[src/rtl/hit_judge_pkg.sv]
// hit_judge_pkg: shared encodings and constants for the rhythm-game hit judge.
// Optional feature macro: HIT_JUDGE_MISTAP_EN (mistap counting/combo break).
package hit_judge_pkg;

  // Number of note lanes / player keys.
  localparam int LANES = 4;

  // Judge FSM encoding, exported on the state output.
  typedef enum logic [1:0] {
    ST_IDLE = 2'd0,
    ST_RUN  = 2'd1,
    ST_DONE = 2'd2
  } state_t;

  // Points per hit lane by grade.
  localparam logic [3:0] WEIGHT_PERFECT = 4'd2;
  localparam logic [3:0] WEIGHT_GOOD    = 4'd1;

  // Saturation ceilings.
  localparam logic [15:0] SAT16_MAX = 16'hFFFF;
  localparam logic [7:0]  COMBO_MAX = 8'd255;

  // Count of set bits in a lane vector (0..LANES).
  function automatic logic [2:0] lane_count(input logic [LANES-1:0] v);
    logic [2:0] n;
    n = 3'd0;
    for (int i = 0; i < LANES; i++) begin
      n = n + 3'(v[i]);
    end
    return n;
  endfunction

endpackage

[src/rtl/hit_judge_if.sv]
// hit_judge_if: game-side signals of the hit judge bundled into one port.
// The mistap_cnt member exists only when HIT_JUDGE_MISTAP_EN is defined.
interface hit_judge_if;

  logic                              game_active;
  logic                              row_tick;
  logic [hit_judge_pkg::LANES-1:0]   judge_row;
  logic [hit_judge_pkg::LANES-1:0]   key;
  logic [hit_judge_pkg::LANES-1:0]   hit_mask;
  logic [hit_judge_pkg::LANES-1:0]   miss_mask;
  logic                              grade_perfect;
  logic [15:0]                       score;
  logic [7:0]                        combo;
  logic [7:0]                        max_combo;
  logic [1:0]                        state;
`ifdef HIT_JUDGE_MISTAP_EN
  logic [15:0]                       mistap_cnt;
`endif

  // Game controller / stimulus side.
  modport master (
    output game_active, row_tick, judge_row, key,
    input  hit_mask, miss_mask, grade_perfect, score, combo, max_combo, state
`ifdef HIT_JUDGE_MISTAP_EN
    , input mistap_cnt
`endif
  );

  // Judge side.
  modport slave (
    input  game_active, row_tick, judge_row, key,
    output hit_mask, miss_mask, grade_perfect, score, combo, max_combo, state
`ifdef HIT_JUDGE_MISTAP_EN
    , output mistap_cnt
`endif
  );

endinterface

[src/rtl/hit_judge_key_edge_detect.sv]
// key_edge_detect: per-lane two-flop synchroniser for raw player keys followed
// by a rising-edge detector. The pulse is valid in the cycle after the second
// synchroniser flop first samples high, so the judging register captures it
// on the third clock edge after the raw key change.
module key_edge_detect #(
  parameter int WIDTH = 4
) (
  input  logic             clk,
  input  logic             rst_n,
  input  logic [WIDTH-1:0] key_raw,
  output logic [WIDTH-1:0] key_rise
);

  for (genvar gi = 0; gi < WIDTH; gi++) begin : g_lane
    logic sync1_reg;
    logic sync2_reg;
    logic prev_reg;

    // Synchronise the raw key and keep the previous synchronised level.
    always_ff @(posedge clk or negedge rst_n) begin
      if (!rst_n) begin
        sync1_reg <= 1'b0;
        sync2_reg <= 1'b0;
        prev_reg  <= 1'b0;
      end else begin
        sync1_reg <= key_raw[gi];
        sync2_reg <= sync1_reg;
        prev_reg  <= sync2_reg;
      end
    end

    assign key_rise[gi] = sync2_reg & ~prev_reg;
  end

endmodule

[src/rtl/hit_judge.sv]
// hit_judge: judges player key presses against the bottom row of the note
// matrix, grading hits PERFECT/GOOD by intra-tick phase, flagging misses at
// each row tick and maintaining score, combo and max_combo.
// Optional feature macro: HIT_JUDGE_MISTAP_EN -- a key press on a lane with no
// pending note breaks the combo and is counted in mistap_cnt.
module hit_judge
  import hit_judge_pkg::*;
#(
  parameter int PHASE_W     = 16,
  parameter int PERFECT_WIN = 1000
) (
  input  logic        clk,
  input  logic        rst_n,
  hit_judge_if.slave  bus
);

  // Phase is compared in 32 bits so any PHASE_W up to 32 works.
  localparam logic [31:0] WIN32 = 32'(PERFECT_WIN);

  state_t               state_reg, state_next;
  logic [PHASE_W-1:0]   phase_reg, phase_next;
  logic [LANES-1:0]     pending_reg, pending_next;
  logic [LANES-1:0]     hit_mask_reg, hit_mask_next;
  logic [LANES-1:0]     miss_mask_reg, miss_mask_next;
  logic                 grade_reg, grade_next;
  logic [15:0]          score_reg, score_next;
  logic [7:0]           combo_reg, combo_next;
  logic [7:0]           max_combo_reg, max_combo_next;

  logic [LANES-1:0]     key_edge;
  logic                 judging;
  logic                 start_song;
  logic                 stop_song;

  logic [LANES-1:0]     hits;
  logic [LANES-1:0]     misses;
  logic [LANES-1:0]     pend_after;
  logic                 grade_now;
  logic [2:0]           hit_n;
  logic [3:0]           score_add;
  logic [16:0]          score_sum;
  logic [8:0]           combo_sum;
  logic [7:0]           combo_hit;
  logic                 combo_break;

`ifdef HIT_JUDGE_MISTAP_EN
  logic [LANES-1:0]     mistaps;
  logic [2:0]           mistap_n;
  logic [16:0]          mistap_sum;
  logic [15:0]          mistap_cnt_reg, mistap_cnt_next;
`endif

  key_edge_detect #(
    .WIDTH (LANES)
  ) u_key_edge (
    .clk      (clk),
    .rst_n    (rst_n),
    .key_raw  (bus.key),
    .key_rise (key_edge)
  );

  // FSM state register.
  always_ff @(posedge clk or negedge rst_n) begin
    if (!rst_n) begin
      state_reg <= ST_IDLE;
    end else begin
      state_reg <= state_next;
    end
  end

  // FSM next state plus the song start/stop/judging strobes.
  always_comb begin
    state_next = state_reg;
    start_song = 1'b0;
    stop_song  = 1'b0;
    judging    = 1'b0;
    case (state_reg)
      ST_IDLE: begin
        if (bus.game_active) begin
          state_next = ST_RUN;
          start_song = 1'b1;
        end
      end
      ST_RUN: begin
        // The cycle game_active drops is not judged, so no misses fire.
        if (!bus.game_active) begin
          state_next = ST_DONE;
          stop_song  = 1'b1;
        end else begin
          judging = 1'b1;
        end
      end
      ST_DONE: begin
        if (bus.game_active) begin
          state_next = ST_RUN;
          start_song = 1'b1;
        end
      end
      default: begin
        state_next = ST_IDLE;
      end
    endcase
  end

`ifdef HIT_JUDGE_MISTAP_EN
  assign mistaps    = key_edge & ~pending_reg & {LANES{judging}};
  assign mistap_n   = lane_count(mistaps);
  assign mistap_sum = {1'b0, mistap_cnt_reg} + 17'(mistap_n);
`endif

  // Judge this cycle's key edges: hits, misses, shared grade, score/combo sums.
  always_comb begin
    hits  = key_edge & pending_reg & {LANES{judging}};
    hit_n = lane_count(hits);
    if (bus.row_tick) begin
      // Edges coinciding with a tick still count against the old row, as GOOD.
      grade_now  = 1'b0;
      misses     = pending_reg & ~hits & {LANES{judging}};
      pend_after = bus.judge_row;
    end else begin
      grade_now  = (32'(phase_reg) < WIN32);
      misses     = '0;
      pend_after = pending_reg & ~hits;
    end
    score_add   = 4'(hit_n) * (grade_now ? WEIGHT_PERFECT : WEIGHT_GOOD);
    score_sum   = {1'b0, score_reg} + 17'(score_add);
    combo_sum   = {1'b0, combo_reg} + 9'(hit_n);
    combo_hit   = (combo_sum > {1'b0, COMBO_MAX}) ? COMBO_MAX : combo_sum[7:0];
    combo_break = |misses;
`ifdef HIT_JUDGE_MISTAP_EN
    combo_break = combo_break | (|mistaps);
`endif
  end

  // Next values for pending row, phase, result pulses and counters.
  always_comb begin
    phase_next     = phase_reg;
    pending_next   = pending_reg;
    hit_mask_next  = '0;
    miss_mask_next = '0;
    grade_next     = 1'b0;
    score_next     = score_reg;
    combo_next     = combo_reg;
    max_combo_next = max_combo_reg;
`ifdef HIT_JUDGE_MISTAP_EN
    mistap_cnt_next = mistap_cnt_reg;
`endif
    if (start_song) begin
      phase_next     = '0;
      pending_next   = '0;
      score_next     = '0;
      combo_next     = '0;
      max_combo_next = '0;
`ifdef HIT_JUDGE_MISTAP_EN
      mistap_cnt_next = '0;
`endif
    end else if (judging) begin
      hit_mask_next  = hits;
      miss_mask_next = misses;
      grade_next     = grade_now & (|hits);
      pending_next   = pend_after;
      if (bus.row_tick) begin
        phase_next = '0;
      end else if (phase_reg != '1) begin
        phase_next = phase_reg + PHASE_W'(1);
      end
      score_next     = score_sum[16] ? SAT16_MAX : score_sum[15:0];
      // max_combo sees the combo including this cycle's hits, before any break.
      max_combo_next = (combo_hit > max_combo_reg) ? combo_hit : max_combo_reg;
      combo_next     = combo_break ? 8'd0 : combo_hit;
`ifdef HIT_JUDGE_MISTAP_EN
      mistap_cnt_next = mistap_sum[16] ? SAT16_MAX : mistap_sum[15:0];
`endif
    end else if (stop_song) begin
      pending_next = '0;
    end
  end

  // Judge datapath registers.
  always_ff @(posedge clk or negedge rst_n) begin
    if (!rst_n) begin
      phase_reg     <= '0;
      pending_reg   <= '0;
      hit_mask_reg  <= '0;
      miss_mask_reg <= '0;
      grade_reg     <= 1'b0;
      score_reg     <= '0;
      combo_reg     <= '0;
      max_combo_reg <= '0;
`ifdef HIT_JUDGE_MISTAP_EN
      mistap_cnt_reg <= '0;
`endif
    end else begin
      phase_reg     <= phase_next;
      pending_reg   <= pending_next;
      hit_mask_reg  <= hit_mask_next;
      miss_mask_reg <= miss_mask_next;
      grade_reg     <= grade_next;
      score_reg     <= score_next;
      combo_reg     <= combo_next;
      max_combo_reg <= max_combo_next;
`ifdef HIT_JUDGE_MISTAP_EN
      mistap_cnt_reg <= mistap_cnt_next;
`endif
    end
  end

  assign bus.hit_mask      = hit_mask_reg;
  assign bus.miss_mask     = miss_mask_reg;
  assign bus.grade_perfect = grade_reg;
  assign bus.score         = score_reg;
  assign bus.combo         = combo_reg;
  assign bus.max_combo     = max_combo_reg;
  assign bus.state         = state_reg;
`ifdef HIT_JUDGE_MISTAP_EN
  assign bus.mistap_cnt    = mistap_cnt_reg;
`endif

endmodule

[src/flat_wrapper.sv]
// flat-port wrapper written by rule: the top's interface ports become plain ports
module hit_judge_flat import hit_judge_pkg::*;
#(
  parameter int PHASE_W     = 16,
  parameter int PERFECT_WIN = 1000
)
  (clk, rst_n, bus_game_active, bus_row_tick, bus_judge_row, bus_key, bus_hit_mask, bus_miss_mask, bus_grade_perfect, bus_score, bus_combo, bus_max_combo, bus_state);
  hit_judge_if bus_i ();
  input  logic clk;
  input  logic rst_n;
  input wire logic [$bits(bus_i.game_active)-1:0] bus_game_active;
  input wire logic [$bits(bus_i.row_tick)-1:0] bus_row_tick;
  input wire logic [$bits(bus_i.judge_row)-1:0] bus_judge_row;
  input wire logic [$bits(bus_i.key)-1:0] bus_key;
  output wire logic [$bits(bus_i.hit_mask)-1:0] bus_hit_mask;
  output wire logic [$bits(bus_i.miss_mask)-1:0] bus_miss_mask;
  output wire logic [$bits(bus_i.grade_perfect)-1:0] bus_grade_perfect;
  output wire logic [$bits(bus_i.score)-1:0] bus_score;
  output wire logic [$bits(bus_i.combo)-1:0] bus_combo;
  output wire logic [$bits(bus_i.max_combo)-1:0] bus_max_combo;
  output wire logic [$bits(bus_i.state)-1:0] bus_state;
  assign bus_i.game_active = bus_game_active;
  assign bus_i.row_tick = bus_row_tick;
  assign bus_i.judge_row = bus_judge_row;
  assign bus_i.key = bus_key;
  assign bus_hit_mask = bus_i.hit_mask;
  assign bus_miss_mask = bus_i.miss_mask;
  assign bus_grade_perfect = bus_i.grade_perfect;
  assign bus_score = bus_i.score;
  assign bus_combo = bus_i.combo;
  assign bus_max_combo = bus_i.max_combo;
  assign bus_state = bus_i.state;
  hit_judge #(.PHASE_W(PHASE_W), .PERFECT_WIN(PERFECT_WIN)) u_core (.clk(clk), .rst_n(rst_n), .bus(bus_i));
endmodule
[config.mk]
export PLATFORM = sky130hd
export DESIGN_NAME = hit_judge_flat
export DESIGN_NICKNAME = d
export VERILOG_FILES = /design/src/rtl/hit_judge_pkg.sv /design/src/rtl/hit_judge_if.sv /design/src/rtl/hit_judge_key_edge_detect.sv /design/src/rtl/hit_judge.sv /design/src/flat_wrapper.sv
export SDC_FILE = /design/constraint.sdc
export NUM_CORES = 1
export LEC_CHECK = 0
export CAP_MARGIN = 20
export CORE_MARGIN = 1.5
export CORE_UTILIZATION = 30
export CTS_CLUSTER_SIZE = 28
export DETAILED_ROUTE_END_ITERATION = 8
export HOLD_SLACK_MARGIN = 0.08
export PLACE_DENSITY = 0.49
export SLEW_MARGIN = 10
export SYNTH_ARGS = -nofsm -noshare
export SYNTH_HDL_FRONTEND = slang
export SYNTH_SLANG_ARGS = --single-unit
[constraint.sdc]
create_clock -name clk -period 5.8 [get_ports clk]
set_input_delay 1.45 -clock clk [delete_from_list [all_inputs] [get_ports clk]]
set_output_delay 1.45 -clock clk [all_outputs]
set_load 0.05 [all_outputs]
# Word-level counts from Yosys, hierarchy flattened
# Index checks and enable logic that the tools add are counted.
# word_totals
output_inout_bits	43
regBits	75
# classes
multipliers	1
n_addsub	6
n_lt_le_gt_ge	3
n_mux	35
n_eq_ne	5
reduce_logical	11
bitwise_logic	14
# ops
cell	n
two-way mux 16 bit	7
two-way mux 8 bit	7
two-way mux 4 bit	9
adder 16 x 4 -> 17 bit	1
adder 16 x 1 -> 16 bit (second input constant)	1
AND 4 bit	4
< comparator 16 x 10 -> 1 bit (second input constant)	1
!= test 16 bit (second input constant)	1
adder 8 x 3 -> 9 bit	1
> comparator 9 x 8 -> 1 bit (second input constant)	1
> comparator 8 bit	1
two-way mux 1 bit	8
OR reduction 4 bit	2
adder 3 x 1 -> 3 bit	2
two-way mux 2 bit	3
AND reduction 2 bit	3
nonzero test 3 bit	2
AND 1 bit	5
multiplier 3 x 4 -> 4 bit	1
inverter 1 bit	4
inverter 4 bit	1
case mux 2 bit (2 select lines)	1
nonzero test 2 bit	2
adder 1 x 1 -> 2 bit	1
6 further kinds	6

# Logic depth before layout (Yosys ltp)
# Gate-level depths: netlist of run 1.
# depth
word_depth	14
mapped_depth	21
ltp_nobuf	20

# Modules after synthesis
# A second synthesis of run 1 with hierarchy kept.
# unflattened
cells_unflattened	418
hier_area_um2	4076.4
# modules_own_cells
module	n_inst	seq_area_each_um2	cells_per_inst	area_per_inst_um2
hit_judge	1	1576.5	402	3721.1
key_edge_detect	1	300.3	16	355.3

# Worst setup path before layout of run 1
# No wires, ideal clock.
# synth_path
path_type	in2reg
start	input port bus_game_active
end	register u_core.max_combo_reg[6] (netlist: u_core.bus.max_combo[6])
arrival_ps	5629
path_buffers	1
slack_ps	91
setup_time_ps	80
stages	19
cell_sequence	and3b_1 > clkbuf_1 > and3_1 > inv_1 > ha_1 > inv_1 > fa_1 > inv_1 > ha_1 > fa_1 > a21o_1 > or3_1 > a21oi_1 > inv_1 > ha_1 > a21oi_1 > nand2_1 > o31ai_2 > mux2i_1
# synth_via
elab_chain_len	12
elab_cells_between_ends	17
# synth_rtl
element	line	source
start, declared	flat_wrapper.sv:11	input wire logic [$bits(bus_i.game_active)-1:0] bus_game_active;
two-way mux 1 bit *	hit_judge.sv:79, hit_judge.sv:86, hit_judge.sv:94	
two-way mux 1 bit	hit_judge.sv:77	case (state_reg)
AND 4 bit	hit_judge.sv:113	hits = key_edge & pending_reg & {LANES{judging}};
adder 1 x 1 -> 2 bit	hit_judge_pkg.sv:28	n = n + 3'(v[i]);
adder 3 x 1 -> 3 bit (2 in a row)	hit_judge_pkg.sv:28	
adder 8 x 3 -> 9 bit	hit_judge.sv:127	combo_sum = {1'b0, combo_reg} + 9'(hit_n);
> comparator 9 x 8 -> 1 bit	hit_judge.sv:128	combo_hit = (combo_sum > {1'b0, COMBO_MAX}) ? COMBO_MAX : combo_sum[7:0];
two-way mux 8 bit	hit_judge.sv:128	
> comparator 8 bit or two-way mux 8 bit (tied branches)	hit_judge.sv:169	max_combo_next = (combo_hit > max_combo_reg) ? combo_hit : max_combo_reg;
nonzero test 2 bit (no source line) or two-way mux 8 bit (tied branches)	--	
AND reduction 2 bit (no source line) or two-way mux 8 bit (tied branches)	--	
end signal, assigned	hit_judge.sv:201	max_combo_reg <= max_combo_next;
end, declared	hit_judge.sv:28	logic [7:0] max_combo_reg, max_combo_next;
# Mark *: on every way between the ends. The rest lies on a longest branch, timed or not. The select of a mux whose other input is x is not followed.
# A chain may end at the register's enable or synchronous reset.

# Worst setup path in the final report of run 1
# layout_path
start	input port bus_game_active
end	register u_core.max_combo_reg[0] (netlist: u_core.bus.max_combo[0])
# The elaborated chain is that of the path after synthesis.

==> metrics.txt, run 1 <==
vias in the first global route=3,468; CTS H-tree depth=3; DR WL met3=342 µm; Top Ports=55; Hold Violations, Final=0; first drt pass iteration count=4; Die H=~120 µm; M1 wire length=4680 µm; Detailed Place HPWL=7340 µm; mux cell area share after synthesis=0.0345; clk sink count=between 70 and 80; crit path capture type=register; PnR worst setup slack=0.500 ns; layout cell share with drive strength beyond 1=0.124; max-cap viol count=0; chip width=119 µm; post-synthesis xor/xnor area fraction=0.0173; final setup fails=0; CP arrival=5.57 ns; CTS Buf Count=9; Yosys warnings=0; Worst path top cell family by delay=adder cells; max incr delay on CP=0.52 ns; Detail Route Antenna Nets=0; WL final=just over 10,000 µm; Rel. slew slack=0.294; Netlist Area Pre-Place=4060 µm²; crit-path max FO=8; R2R Setup Slk=1.20 ns; DRC=0; synthesized area per cell=9.62 µm²; largest family of logic cells by synthesized area=simple AND/OR/NAND/NOR gates; Post-Place Cells=674; Syn Nets=about 460; Worst-Skew Late Latency=0.35 ns; setup_tns=0 ns; asr flop ratio synth=1.00; CP required=6.07 ns; synthesized flop and latch total=75; # rows=42; worst slew pin tran=1.06 ns; RSZ-0062 raised after global routing=no; CP Class=in -> reg; Distinct cells, synth=57; PortBufs=between 50 and 60; number of synthesized flops with an enable pin=0; clk buf depth=2; pwr dens=239 nW/µm²; max frequency=0.189 GHz; status=complete, no violations; Detailed Route Iter0 Violations=170; via count=3,384; Max VDD drop=0.104 mV; dpl ws=-0.286 ns; Area Overhead vs Synth=31.3%; Buf+Inv Stages, Crit Path=6; Max Transition Viols Final=0; post-synthesis sequential area ratio=0.463; grt ovf=0; met2 WL post-DR=approximately 5000 µm; Clock Pin Slew Worst Setup and Hold Paths=about 0.06 ns; Final min period=5.30 ns; Clock Tree Root=clkbuf_16; Starting Density=0.306; Pleak=2.46 nW; CP max stage cell=fa_1; routed len/inst=14.7 µm; CTS tree=yes; n_diodes=0; Final Total Pwr=about 1.3 mW; routability cong.=~0.82; first-pass GRT wire length=around 17,000 µm; synthesized instance count=approximately 420; startpoint types=input pin; fillers=approximately 1,300; clock skew=0.00897 ns; Tot GR Track Use=0.154; largest net degree at the start of global routing=76; CP dominant cell by count=inv_1; vias per inst=about 4.9; DR top layer=met4; Synth Area in Simple Gates=0.198; Compound-Gate Fraction of Synth Area=0.168; CP cell instances=dlymetal6s2s_1 -> and3b_2 -> and3_1 -> inv_1 -> ha_1 -> inv_1 -> fa_1 -> inv_1 -> ha_1 -> fa_1 -> a21o_1 -> or3_1 -> a21oi_2 -> inv_1 -> ha_1 -> a21oi_1 -> nand2_1 -> o31ai_2 -> buf_6 -> mux2i_1; Floorplan Core Area=13,200 µm²; ys flop type=dfrtp_1; Nets=545; antenna violations before repair=0; Final Non-Filler Cells=691; die area=14,200 µm²; Hold WS=0.346 ns; Hold Buf Count CTS=0; worst hold path class=reg -> reg; Adder-Cell Fraction of Synth Area=0.0783; fin crit share=0.914
-- worst paths after layout --
kind                       depth (start not counted)                                   from                                    end
max                                               20                        bus_game_active                u_core.bus.max_combo[0]
min                                                0  u_core.u_key_edge.g_lane[3].sync1_reg  u_core.u_key_edge.g_lane[3].sync2_reg
max reg2reg                                       19                    u_core.bus.state[1]                u_core.bus.max_combo[0]
min reg2reg                                        0  u_core.u_key_edge.g_lane[3].sync1_reg  u_core.u_key_edge.g_lane[3].sync2_reg
max in group asynchronous                          1                                  rst_n                    u_core.phase_reg[7]
min in group asynchronous                          1                                  rst_n  u_core.u_key_edge.g_lane[0].sync1_reg
-- repair_timing --
| action | 4_1_cts | 5_1_grt |
|---|---|---|
| gates resized for setup | 0 | 9 |
| setup endpoints to repair | 0 | 9 |
| buffers inserted | 0 | 1 |
-- cell usage after synthesis, types with 2 or more instances --
master | number | share of area
a22o_1 | 6 | 0.013
o22ai_1 | 2 | 0.0031
buf_2 | 4 | 0.0049
or2_2 | 3 | 0.0046
a21o_1 | 7 | 0.013
xor2_1 | 3 | 0.0065
nor4_1 | 3 | 0.0046
fa_1 | 4 | 0.020
o211ai_1 | 2 | 0.0037
nor2b_1 | 4 | 0.0062
nand3_1 | 13 | 0.016
o21ai_0 | 41 | 0.051
a32o_1 | 3 | 0.0074
ha_1 | 19 | 0.059
o31ai_1 | 3 | 0.0056
nand4_1 | 10 | 0.015
nand3b_1 | 4 | 0.0074
clkbuf_1 | 4 | 0.0037
and2_1 | 4 | 0.0062
nor2_1 | 27 | 0.025
nand2_1 | 46 | 0.043
xnor2_1 | 5 | 0.011
dfrtp_1 | 75 | 0.46
nor3_1 | 6 | 0.0074
a31oi_1 | 7 | 0.011
nand2b_1 | 8 | 0.012
a21oi_1 | 20 | 0.025
inv_1 | 31 | 0.029
and3_1 | 11 | 0.017
nand4b_1 | 3 | 0.0065
mux2i_1 | 14 | 0.035
and4_1 | 5 | 0.011
-- where the power goes --
| part | internal (mW) | leakage (nW) | switching, mW | total (mW) |
|---|---|---|---|---|
| Combinational | 0.0598 | 1.32 | 0.104 | 0.164 |
| Clock | 0.333 | 0.139 | 0.218 | 0.551 |
| Sequential | 0.541 | 1.01 | 0.0170 | 0.558 |
| Total | 0.933 | 2.46 | 0.339 | 1.27 |
-- through the flow --
| step | util | cell area [µm²] |
|---|---|---|
| finish | 0.402 | 5330 |
| detailed placement | 0.378 | 5010 |
| floorplan | - | 4060 |
| global placement | 0.378 | 5010 |
| global route | 0.402 | 5330 |
| CTS | 0.400 | 5300 |
-- cell type report --
type / instances / area (µm²) / area share
clock buffer: 10 / 229 / 0.0430
clock inverter: 6 / 63.8 / 0.0120
inverter: 31 / 116 / 0.0218
multi-input combinational: 306 / 2030 / 0.381
sequential: 75 / 1880 / 0.352
tap: 176 / 220 / 0.0413
timing repair buffer: 87 / 792 / 0.149
-- worst reg2reg max path: stages, from the launching register on --
cell and delay (ns):
dfrtp_1 0.49, and3b_2 0.32, and3_1 0.19, inv_1 0.05, ha_1 0.27, inv_1 0.04
fa_1 0.52, inv_1 0.05, ha_1 0.20, fa_1 0.39, a21o_1 0.19, or3_1 0.39
a21oi_2 0.17, inv_1 0.06, ha_1 0.30, a21oi_1 0.19, nand2_1 0.09, o31ai_2 0.24
buf_6 0.19, mux2i_1 0.19
-- metal layers --
metal  vias up  global-route usage
met1      1631               0.190
met5         -                   0
met4         0              0.0826
li1       1691                   -
met3        11              0.0330
met2        51               0.251
-- cell usage in the layout (no fill, tap or decap), types with 4 or more instances in the layout --
cell type,count
mux2i_1,13
a21oi_1,19
and2_1,4
a21o_1,7
clkbuf_16,9
nor2b_1,4
ha_1,19
fa_1,4
nand3b_1,4
xnor2_1,5
a31oi_1,7
nand3_1,13
clkdlybuf4s50_1,52
and3_1,11
dfrtp_1,75
nand2b_1,8
o21ai_0,40
nand2_1,46
inv_1,31
a22o_1,6
nor2_1,24
nor3_1,6
buf_4,33
nand4_1,10
and4_1,5
-- kinds of logic (layout without fill, tap and decap cells) --
logic type	Yosys count	after routing
AO/OA/AOI/OAI	106	106
XOR/XNOR	8	8
adder cells (fa/ha/maj)	23	23
buffers and inverters	41	134
flip-flops	75	75
multiplexers	14	14
other	1	1
AND/OR/NAND/NOR	154	154
No activity file was read; power rests on OpenSTA's default activity.
==> run 2, diff against run 1 <==
--- a/config.mk
+++ b/config.mk
@@ -7,12 +7,14 @@
 export LEC_CHECK = 0
 export CAP_MARGIN = 20
 export CORE_MARGIN = 1.5
-export CORE_UTILIZATION = 30
+export CORE_UTILIZATION = 50
 export CTS_CLUSTER_SIZE = 28
 export DETAILED_ROUTE_END_ITERATION = 8
+export GPL_ROUTABILITY_DRIVEN = 0
 export HOLD_SLACK_MARGIN = 0.08
-export PLACE_DENSITY = 0.49
+export PLACE_DENSITY = 0.74
 export SLEW_MARGIN = 10
 export SYNTH_ARGS = -nofsm -noshare
 export SYNTH_HDL_FRONTEND = slang
 export SYNTH_SLANG_ARGS = --single-unit
+export TNS_END_PERCENT = 100
==> run 2 against run 1 <==
- design area shrank 3.7%
- global-route usage is 7.6 points higher
- total power fell by 11%
- clock power decreased by 24%
- via count rose by 2.0%
- combinational power is 3% lower
- largest cell class unchanged
- largest power group unchanged
- highest routed layer unchanged
==> metrics.txt, run 2 (synthesis gave the netlist of run 1 again) <==
Die H=93.1 µm (was 119 µm); crit path capture type=register (unchanged); # rows=32 (was 42); Tot GR Track Use=0.230 (was 0.154); net switching share of the total power=0.292 (was 0.267); Top Ports=55 (unchanged); Detail Route Antenna Nets=0 (unchanged); final setup fails=0 (unchanged); max-cap viol count=0 (unchanged); RSZ-0062 raised after global routing=no (unchanged); startpoint types=input pin (unchanged); Detailed Place HPWL=6630 µm (was 7340 µm); n_diodes=0 (unchanged); CP required=6.07 ns (about the same); pwr dens=221 nW/µm² (was 239 nW/µm²); clk sink count=75 (unchanged); Clock Pin Slew Worst Setup and Hold Paths=0.08 ns (was 0.06 ns); CP max stage cell=fa_1 (unchanged); status=complete, no violations (unchanged); Max VDD drop=0.157 mV (was 0.104 mV); max frequency=0.190 GHz (was 0.189 GHz); Worst-Skew Late Latency=0.35 ns (about the same); leading cell types in the layout, fill and taps excluded=75 x dfrtp_1, 52 x clkdlybuf4s50_1, 46 x nand2_1, 41 x o21ai_0 (was 75 x dfrtp_1, 52 x clkdlybuf4s50_1, 46 x nand2_1, 40 x o21ai_0, 33 x buf_4); setup_tns=0 ns (unchanged); first-pass GRT wire length=15,700 µm (was 17,000 µm); vias per inst=5.62 (was 4.90); Detailed Route Iter0 Violations=204 (was 170); fin crit share=0.907 (was 0.914); routed len/inst=14.9 µm (was 14.7 µm); Area Overhead vs Synth=26.4% (was 31.3%); Register Area=1880 µm² (unchanged); max incr delay on CP=0.50 ns (was 0.52 ns); vias in the first global route=3,399 (was 3,468); area of the multi-input gates=2040 µm² (was 2030 µm²); DRC=0 (unchanged); CP cell instances=dlymetal6s2s_1 -> and3b_2 -> and3_1 -> inv_1 -> ha_1 -> inv_1 -> fa_1 -> inv_1 -> ha_1 -> fa_2 -> a21o_1 -> or3_1 -> a21oi_2 -> inv_1 -> ha_1 -> a21oi_2 -> nand2_1 -> o31ai_2 -> buf_4 -> mux2i_2 (was dlymetal6s2s_1 -> and3b_2 -> and3_1 -> inv_1 -> ha_1 -> inv_1 -> fa_1 -> inv_1 -> ha_1 -> fa_1 -> a21o_1 -> or3_1 -> a21oi_2 -> inv_1 -> ha_1 -> a21oi_1 -> nand2_1 -> o31ai_2 -> buf_6 -> mux2i_1); largest net degree at the start of global routing=76 (unchanged); Net Switching=332 µW (was 339 µW); Final min period=5.26 ns (was 5.30 ns); clock skew=0.00997 ns (was 0.00897 ns); die area=8660 µm² (was 14,200 µm²); fillers=641 (was 1,319); Rel. slew slack=0.326 (was 0.294); CTS tree=yes (unchanged); worst hold path class=reg -> reg (unchanged); CTS H-tree depth=3 (unchanged); Clock Tree Root=clkbuf_8 (was clkbuf_16); Hold Violations, Final=0 (unchanged); commonest non-fill, non-tap cell in the layout=dfrtp_1 (unchanged); worst slew pin tran=1.01 ns (was 1.06 ns); Pleak=2.40 nW (was 2.46 nW); layout cell share with drive strength beyond 1=0.123 (was 0.124); clk buf depth=2 (unchanged); CTS Buf Count=9 (unchanged); Nets=542 (was 545); antenna violations before repair=0 (unchanged); CP dominant cell by count=inv_1 (unchanged); Floorplan Core Area=7810 µm² (was 13,200 µm²); P_int=804 µW (was 933 µW); grt ovf=0 (unchanged); PortBufs=54 (unchanged); Final Total Pwr=1.14 mW (was 1.27 mW); Max Transition Viols Final=0 (unchanged); via count=3,452 (was 3,384); CP Class=in -> reg (unchanged); Logic pwr share=0.140 (was 0.129); CP arrival=5.53 ns (was 5.57 ns); Flop pwr share=0.490 (was 0.438); WL final=9160 µm (was 10,100 µm); Starting Density=0.520 (was 0.306); chip width=93.1 µm (was 119 µm); Clk pwr share=0.371 (was 0.433); first drt pass iteration count=4 (unchanged); crit-path max FO=4 (was 8)
run 2: path summary, 6_finish.rpt:
check	slack, ns	cells past startpoint	endpoint	start
min in group asynchronous	1.22	1	u_core.bus.score[4]	rst_n
max reg2reg	1.23	19	u_core.bus.max_combo[6]	u_core.bus.state[1]
min	0.35	0	u_core.u_key_edge.g_lane[3].sync2_reg	u_core.u_key_edge.g_lane[3].sync1_reg
min reg2reg	0.35	0	u_core.u_key_edge.g_lane[3].sync2_reg	u_core.u_key_edge.g_lane[3].sync1_reg
max	0.54	20	u_core.bus.max_combo[6]	bus_game_active
max in group asynchronous	3.97	1	u_core.phase_reg[6]	rst_n
run 2: power by group through the flow:
stage / Combinational (mW) / Clock (mW) / Sequential, mW
after detailed placement: 0.159 / 0 / 0.567
after floorplan: 0.0679 / 0 / 0.594
after global placement: 0.155 / 0 / 0.566
after CTS: 0.159 / 0.429 / 0.556
after global routing: 0.174 / 0.457 / 0.559
final: 0.159 / 0.421 / 0.556
run 2: metal layers:
layer  global-route usage  vias to the layer above  routed length, µm
met4               0.0808                        0                111
met1                0.309                     1684               4220
met5                    0                        -                  0
li1                     -                     1685                  -
met2                0.373                       72               4470
met3               0.0407                       11                362
run 2: repair_timing:
| action | CTS | global route |
|---|---|---|
| buffers inserted | 0 | 1 |
| setup endpoints to repair | 0 | 8 |
| hold buffers | 0 | 0 |
| resized for setup | 0 | 8 |
run 2: stage by stage:
| step | area, µm² | instances | util | worst slack (ns) | hold WS [ns] |
|---|---|---|---|---|---|
| CTS | 5100 | 613 | 0.653 | 0.121 | 0.358 |
| finish | 5130 | 614 | 0.657 | 0.539 | 0.354 |
| detailed placement | 4890 | 597 | 0.626 | -0.227 | 0.337 |
| global route | 5130 | 614 | 0.657 | 0.338 | 0.360 |
| global placement | 4890 | 597 | 0.626 | -0.0674 | 0.333 |
| floorplan | 4060 | 422 | - | 0.0914 | 0.331 |
run 2: worst max-delay path: cells and delay by family:
kind | cells | cell delay, ns
adder cells (fa/ha/maj) | 5 | 1.62
AND/OR/NAND/NOR | 4 | 0.92
AO/OA/AOI/OAI | 4 | 0.78
buffers and inverters | 6 | 0.55
multiplexers | 1 | 0.20
run 2: layout make-up:
type / count / share of cell area
clock buffers: 9 / 0.0241
flip-flops and latches: 75 / 0.366
repair buffers: 84 / 0.149
inverters: 31 / 0.0227
multi-input cells: 306 / 0.397
clock inverters: 7 / 0.0163
well taps: 102 / 0.0249
==> patch, RTL diff (flow settings as in run 2) <==
Take the reset off `pending_reg` and load it in a clocked block of its own.
--- a/src/rtl/hit_judge.sv
+++ b/src/rtl/hit_judge.sv
@@ -182,3 +182,2 @@
       phase_reg     <= '0;
-      pending_reg   <= '0;
       hit_mask_reg  <= '0;
@@ -194,3 +193,2 @@
       phase_reg     <= phase_next;
-      pending_reg   <= pending_next;
       hit_mask_reg  <= hit_mask_next;
@@ -205,2 +203,6 @@
     end
+  end
+
+  always_ff @(posedge clk) begin
+    pending_reg <= pending_next;
   end
Behaviour: no difference found for any inputs over 4 cycles, from zero or initial values and one cycle with rst_n low; that may be too few to reach the edited logic, so the function may still have changed.
==> patch against run 2 <==
Power increased by 9.4%; combinational power is 18% higher; routed wire length rose by 2.8%; worst setup slack worse by 280 ps; first-iteration DRC count is 27% lower; area after synthesis is 0.43% higher; design area fell by 0.68%; sequential cell count is the same; highest routed layer unchanged.
==> patch: results (changes against run 2) <==
Global routing
  • Met1 track demand over resource: 32.3% (was 30.9%)
  • Maximum number of pins on one net before global-route repair: 37 (was 76)
  • First-pass GRT wire length: 15800 um (was 15700 um)
  • Number of global-route vias before repair: 3301 (was 3399)
  • Grt met3 use: 5.93% (was 4.07%)

Place
  • Pre-CTS setup slack: -162 ps (was -227 ps)
  • Post-DP HPWL: 6790 um (was 6630 um)

Pwr
  • Worst IR Drop VDD: 0.136 mV (was 0.157 mV)
  • Post-layout power: 0.00124 W (was 0.00114 W)
  • Sw Pwr: 0.000334 W (was 0.000332 W)
  • Leakage power: 2.25 nW (was 2.40 nW)
  • Part of the total power dissipated in sequential elements: 45.1% (was 49.0%)

Final layout
  • Final clock-cell share: 4.89% (was 4.05%)
  • Multi-input gate area: 2060 um^2 (was 2040 um^2)
  • Finished Core Util: 65.3% (was 65.7%)
  • Count of non-CTS inverters in the layout: 30 (was 31)
  • Number of buffers other than clock buffers in the final layout: 75 (was 84)
  • Post-route cell area: 5090 um^2 (was 5130 um^2)
  • Clkbuf count: 10 (was 9)
  • Filler-free cell count of the finished design: 599 (was 614)
  • Final nets: 527 (was 542)
  • Sequential cell count: 75 (unchanged)
  • Number of multi-input combinational cells in the layout: 301 (was 306)
  • # fillers: 645 (was 641)

Logic synthesis
  • Number of different library cells in the post-synthesis netlist: 65 (was 57)
  • Commonest cells in the synthesized netlist: 71 x dfrtp_1, 37 x nand2_1, 34 x nor2_1 (was 75 x dfrtp_1, 46 x nand2_1, 41 x o21ai_0)
  • Async set-reset flop share out of synthesis: 94.7% (was 100%)
  • Average cell area after synthesis: 9.73 um^2 (was 9.62 um^2)
  • Area contributors post-synth: dfrtp_1 44%, ha_1 5.8%, nand2_1 3.4% (was dfrtp_1 46%, ha_1 5.9%, o21ai_0 5.1%)
  • Net Count, Synth: 454 (was 457)

Worst setup path
  • Max FO, Critical Path: 6 (was 4)
  • Highest-delay cell along the critical path: clkdlybuf4s50_1 (was fa_1)

Drt
  • Drt pass-1 iters: 5 (was 4)
  • Initial DRC Count: 148 (was 204)
  • Routed wire length on met3: 439 um (was 362 um)
  • Number of vias after detailed routing: 3488 (was 3452)
  • Amount of wire on met2 after detailed routing: 4430 um (was 4470 um)

STA
  • Post-route clock skew: 8.79 ps (was 9.97 ps)

Status
  • Result of the run: finished, final reports clean (unchanged)
patch: cell types whose count changed in the layout (fill, tap and decap cells not counted), moves of 5 or more:
cell | before | now
nor2_1 | 26 | 34
o21ai_0 | 41 | 26
mux2i_1 | 12 | 6
nand2_1 | 46 | 37
a21o_1 | 7 | 2
and3_1 | 11 | 3
buf_4 | 31 | 21
patch: worst reg2reg max path, cell delays in order (launching register included):
cell and delay (ps):
dfrtp_1 450, nor2b_1 410, and2_4 240, and3_1 180
inv_1 50, ha_1 270, inv_1 50, fa_1 500
inv_1 60, ha_1 210, fa_1 420, a21oi_1 150
buf_4 150, nor3_1 50, a21boi_0 330, ha_1 310
and4_1 210, a21oi_1 170, o221ai_2 150, buf_4 180
mux2i_1 160, nor2_1 60
patch: cells by family (layout without fill, tap and decap cells):
group | Yosys count | count (layout) | synth area share [%]
xor+xnor | 7 | 7 | 1.50
fa+ha+maj | 23 | 23 | 7.80
compound gates | 112 | 112 | 18.7
simple gates | 148 | 148 | 19.5
other cells | 1 | 1 | 0.0920
mux | 10 | 10 | 2.58
buf+inv | 43 | 121 | 4.30
flops | 75 | 75 | 45.6
patch: worst paths after layout:
| path | startpoint | to | slack (ps) | depth (start not counted) |
|---|---|---|---|---|
| setup / recovery | bus_game_active | u_core.bus.max_combo[7] | 250 | 21 |
| hold / removal | u_core.u_key_edge.g_lane[2].sync1_reg | u_core.u_key_edge.g_lane[2].sync2_reg | 350 | 0 |
| setup reg to reg | u_core.bus.state[0] | u_core.bus.max_combo[7] | 950 | 21 |
| hold reg to reg | u_core.u_key_edge.g_lane[2].sync1_reg | u_core.u_key_edge.g_lane[2].sync2_reg | 350 | 0 |
| max in group asynchronous | rst_n | u_core.phase_reg[10] | 3660 | 2 |
| min in group asynchronous | rst_n | u_core.bus.max_combo[0] | 1190 | 1 |
